===== config.mk =====
export PLATFORM = sky130hd
export DESIGN_NAME = dmem_stream_reader
export DESIGN_NICKNAME = d
export VERILOG_FILES = /design/src/rtl/dmem_stream_reader.sv
export SDC_FILE = /design/constraint.sdc
export NUM_CORES = 1
export LEC_CHECK = 0
export BUFFER_PORTS_ARGS = -buffer_cell sky130_fd_sc_hd__buf_2
export CORE_MARGIN = 1
export CORE_UTILIZATION = 45
export DETAILED_ROUTE_END_ITERATION = 10
export PLACE_DENSITY_LB_ADDON = 0.15
export SYNTH_ARGS = -nofsm -noshare
export SYNTH_HDL_FRONTEND = slang
export SYNTH_SLANG_ARGS = --single-unit

===== constraint.sdc =====
create_clock -name clk -period 5 [get_ports clk]
set_clock_uncertainty 0.2 [all_clocks]
set_input_delay 0.75 -clock clk [delete_from_list [all_inputs] [get_ports clk]]
set_output_delay 0.75 -clock clk [all_outputs]
set_load 0.02 [all_outputs]

===== src/rtl/dmem_stream_reader.sv =====
// dmem_stream_reader: walks a block of consecutive data-memory words from a
// byte base address and serialises each word, least-significant byte first,
// onto a valid/ready byte stream. Reads only through the combinational
// read port (mem_addr/mem_rdata) and never touches the write port.
module dmem_stream_reader #(
  parameter int DEPTH_WORDS = 1024,
  parameter int LEN_W       = 11
) (
  input  logic             clk,
  input  logic             reset,
  input  logic             start,
  input  logic [31:0]      base_addr,
  input  logic [LEN_W-1:0] len_words,
  output logic             busy,
  output logic             done,
  output logic [31:0]      mem_addr,
  input  logic [31:0]      mem_rdata,
  output logic             out_valid,
  output logic [7:0]       out_data,
  input  logic             out_ready,
  output logic             out_last
);

  localparam int AW = $clog2(DEPTH_WORDS);

  typedef enum logic [1:0] {
    IDLE  = 2'd0,
    FETCH = 2'd1,
    SEND  = 2'd2,
    DONE  = 2'd3
  } state_t;

  state_t           state_reg, state_next;
  logic [AW-1:0]    word_idx_reg;
  logic [LEN_W-1:0] words_left_reg;
  logic [1:0]       byte_idx_reg;
  logic [31:0]      word_buf_reg;

  logic handshake;
  logic final_word;

  // Only the word-index bits of the base address matter; the rest are
  // deliberately dropped (byte offset and out-of-range high bits).
  logic unused_base_bits;
  assign unused_base_bits = ^{base_addr[31:AW+2], base_addr[1:0]};

  assign handshake  = out_valid && out_ready;
  assign final_word = (words_left_reg == LEN_W'(1));

  // Address comes straight from the registered word index, so it is
  // glitch-free and steady for the whole SEND phase.
  assign mem_addr = {{(30-AW){1'b0}}, word_idx_reg, 2'b00};

  // State register.
  always_ff @(posedge clk) begin
    if (reset) state_reg <= IDLE;
    else       state_reg <= state_next;
  end

  // Next-state and Moore-style outputs.
  always_comb begin
    state_next = state_reg;
    busy       = 1'b0;
    done       = 1'b0;
    out_valid  = 1'b0;
    out_data   = 8'h00;
    out_last   = 1'b0;
    case (state_reg)
      IDLE: begin
        if (start) begin
          if (len_words != '0) state_next = FETCH;
          else                 state_next = DONE;
        end
      end
      FETCH: begin
        busy       = 1'b1;
        state_next = SEND;
      end
      SEND: begin
        busy      = 1'b1;
        out_valid = 1'b1;
        out_data  = word_buf_reg[{byte_idx_reg, 3'b000} +: 8];
        out_last  = (byte_idx_reg == 2'd3) && final_word;
        if (out_ready && byte_idx_reg == 2'd3) begin
          if (final_word) state_next = DONE;
          else            state_next = FETCH;
        end
      end
      DONE: begin
        busy       = 1'b1;
        done       = 1'b1;
        state_next = IDLE;
      end
      default: state_next = IDLE;
    endcase
  end

  // Datapath: word pointer, remaining count, byte pointer and word latch.
  always_ff @(posedge clk) begin
    if (reset) begin
      word_idx_reg   <= '0;
      words_left_reg <= '0;
      byte_idx_reg   <= 2'd0;
      word_buf_reg   <= 32'h0;
    end else begin
      case (state_reg)
        IDLE: begin
          if (start && len_words != '0) begin
            word_idx_reg   <= base_addr[AW+1:2];
            words_left_reg <= len_words;
          end
        end
        FETCH: begin
          // Word is captured here; later memory writes do not affect it.
          word_buf_reg <= mem_rdata;
          byte_idx_reg <= 2'd0;
        end
        SEND: begin
          if (handshake) begin
            if (byte_idx_reg != 2'd3) begin
              byte_idx_reg <= byte_idx_reg + 2'd1;
            end else if (!final_word) begin
              words_left_reg <= words_left_reg - LEN_W'(1);
              word_idx_reg   <= word_idx_reg + AW'(1);
            end
          end
        end
        default: ;
      endcase
    end
  end

endmodule


==> qor_table.md <==
| Stage | Result | Reported |
| --- | --- | --- |
| synthesis | Cell Area, Synth | 3070 um^2 |
| clock network | CTS tree | built |
| global route | Via count of the first global-routing pass | 2,518 |
| setup path | Critical setup path kind | reg2out |
| run status | Result of the run | finished with violations |
| power | Switching pwr | 0.344 mW |
| power | Cell Int Power | 0.856 mW |
| hold path | Hold Crit Start | word_buf_reg[16] |
| timing | Total setup violations reported at the end of the flow | 0 |
| setup path | Reg-to-Reg Start | byte_idx_reg[0] |
| power | Cell area power density | 334 nW/um^2 |
| setup path | Type of element launching the critical path | flip-flop |
| routing | Antenna-violating nets left | 0 |
| timing | Max-slew violation count | 0 |
| clock network | Skew-Pair Late Insertion Delay | 330 ps |
| finish | Final standard cell utilization of the core | 0.557 |
| synthesis | Top-area cell type share of the netlist area | 0.372 |
| global route | Global-route wire length before repair | 11,800 um |
| die | Area enclosed by the die boundary | 7150 um^2 |
| synthesis | Number of distinct library cells after synthesis | 44 |
| synthesis | Count of flip-flops with a built-in enable after synthesis | 0 |
| die | Number of rows created at floorplan | 29 |
| timing | Hold violation count in the final report | 0 |
| synthesis | Largest cells by area after synthesis | dfxtp_1 (37%), nand2_1 (11%), a21oi_1 (9.1%) |
| run status | Failing checks | design-rule violations |
| setup path | Maximum net fanout on the critical path | 34 |
| clock network | Post-cts hold buffer count | 0 |
| setup path | Critical path arrival | 2400 ps |
| die | Y dimension of the die | 84.6 um |
| routing | Number of DRC markers in iteration 0 | 224 |
| placement | Placer Congestion | 0.759 |
| hold path | Class of the tightest hold or removal check | reg2reg |
| die | Boundary Pins | 123 |
| job | Max-cap viol count | 0 |
| routing | Vias/cell | 5.28 |
| timing | Worst relative slew slack | 0.248 |
| finish | Final #Nets | 541 |
| synthesis | Synthesized instance count | 395 |
| power | Maximum resistive drop on vdd | 0.000152 V |
| finish | Leading cell type in the layout, fill and taps excluded | nand2_1 |
| clock network | Clock slew at the register clock pins of the worst setup and hold paths | 60 ps |
| setup path | R2R depth | 6 |
| power | Relative contribution of combinational cells to total power | 0.171 |
| finish | Most frequent cells in the layout | nand2_1 (92), buf_2 (78), dfxtp_1 (57) |
| clock network | Number of buffers added for setup after CTS | 0 |
| timing | Worst slew pin tran | 1130 ps |
| synthesis | Share of flip-flops with an asynchronous set or reset | 0 |
| setup path | FF-to-FF setup slack | 2180 ps |
| routing | Number of remaining DRC errors | 17 |
| routing | WL/cell | 13.3 um |
| global route | Initial antenna violation count | 0 |
| clock network | Number of CTS-inserted buffers | 9 |
| placement | Total of buffers placed on input and output ports | 78 |
| setup path | Element type at the critical path end | primary output |
| timing | Setup total negative slack | 0 ps |
| hold path | Sink of the worst hold path | word_buf_reg[16] |
| timing | FMAX | 299 MHz |
| routing | Number of vias in the routed layout | 2,852 |
| synthesis | Synthesized flop and latch total | 57 |
| power | Relative contribution of the clock network to total power | 0.400 |
| clock network | CTS root buffer | clkbuf_8 |
| finish | Fraction of layout cells with a size suffix above 1 | 0.240 |
| synthesis | Dominant synthesized flop cell | dfxtp_1 |
| die | Die span in x | 84.6 um |
| hold path | Number of instances on the worst hold path | 2 |
| routing | Total iterations of the first detailed-routing run | 7 |
| clock network | Number of gates resized after CTS | 0 |
| finish | Number of flip-flops under the largest register name | 32 |
| global route | Gr ovfl total | 0 |
| timing | Unrepaired setup endpoints after global routing | no |
| power | Leak pwr | 1.50 nW |
| power | Switching share of power | 0.287 |
| die | Area of the core region | 6460 um^2 |
| clock network | Maximum buffer depth of the clock tree | 2 |
| global route | Largest net degree at the start of global routing | 63 |
| synthesis | Cell taking the most area after synthesis | dfxtp_1 |
| placement | Half-perimeter wire length of the detailed placement result | 4730 um |
| synthesis | Sequential area share after synthesis | 0.372 |
| finish | Antenna Diode Count | 0 |
| global route | Overall track demand over capacity in global routing | 0.208 |
| synthesis | Mean cell area of the mapped netlist | 7.76 um^2 |
| timing | Final min period | 3350 ps |
| setup path | Crit path from | state_reg[1] |
| finish | Synthesis-to-finish area growth | 17.3% |
| timing | Final worst-path cycle share | 0.670 |
| setup path | Required time worst endpoint | 4050 ps |
| die | Starting density of the core | 0.475 |
| setup path | Worst r2r dst | word_idx_reg[3] |
| routing | Detailed Route WL | 7200 um |
| clock network | Clock Sinks | 57 |
| power | Sequential share of power | 0.429 |
| clock network | H-tree levels | 3 |
| synthesis | Warnings from Yosys | 0 |
## area by class of cell
| class | instances | area [um^2] |
|---|---|---|
| flip-flops and latches | 57 | 1140 |
| inverters | 7 | 26.3 |
| fillers | 666 | 2860 |
| clock buffers | 11 | 141 |
| multi-input cells | 301 | 1690 |
| repair buffers | 82 | 420 |
| clock inverters | 5 | 78.8 |
| well taps | 77 | 96.3 |
## worst max path at each step
stage               slack [ps]  cells after the start          end
finish                    1650                      5  out_data[7]
global route              1490                      5  out_data[4]
CTS                       1660                      5  out_data[7]
detailed placement        2020                      5  out_data[7]
global placement          2060                      5  out_data[6]
floorplan                 2610                      5  out_data[0]
## per-layer routing
metal	global-route usage	vias to the layer above	routed length [um]
li1	-	1458	-
met1	0.282	1288	3380
met2	0.323	93	3360
met3	0.0344	13	327
met4	0.103	0	134
met5	0	-	0
## kinds of logic after synthesis
| kind of cell | after synthesis | synth area share |
|---|---|---|
| simple gates | 162 | 0.244 |
| compound gates | 103 | 0.200 |
| buf+inv | 58 | 0.102 |
| flops | 57 | 0.372 |
| mux | 8 | 0.0588 |
| fa+ha+maj | 4 | 0.0163 |
| xor+xnor | 2 | 0.00571 |
| other cells | 1 | 0.00122 |
## stage by stage
stage | hold WS (ps) | cells | area, um^2 | power [mW] | worst slack [ps]
after floorplan | 233 | 416 | 3150 | 0.680 | 2610
after global placement | 239 | 524 | 3380 | 0.726 | 2060
after detailed placement | 244 | 524 | 3380 | 0.730 | 2020
after CTS | 253 | 540 | 3600 | 1.21 | 1660
after global routing | 273 | 540 | 3600 | 1.27 | 1490
final | 250 | 540 | 3600 | 1.20 | 1650
## synthesized netlist by cell type, types with 3 or more instances
master,n
buf_4,24
nor2b_1,3
clkbuf_1,22
buf_2,5
nand3_1,7
o32ai_1,3
nand4_1,3
nor3b_1,3
dfxtp_1,57
nand2b_1,6
a211o_1,3
nor2_1,15
ha_1,4
nand2_1,92
a211oi_1,4
mux4_2,8
a21oi_1,56
or3_1,3
inv_1,7
nor3_1,9
a21o_1,3
o21ai_0,15
and2_1,11
o31ai_1,4
## critical path, stage by stage, from the launching register on
cell	delay (ps)
dfxtp_1	540
nand2b_1	90
buf_4	240
inv_1	770
and2_1	240
buf_2	160
## power by group through the flow
stage               sequential, mW  clock [mW]  combinational (mW)
floorplan                    0.523           0               0.157
global placement             0.523           0               0.203
detailed placement           0.524           0               0.205
CTS                          0.514       0.493               0.206
global route                 0.520       0.517               0.230
finish                       0.515       0.479               0.206
No activity file was read; power rests on OpenSTA's default activity.
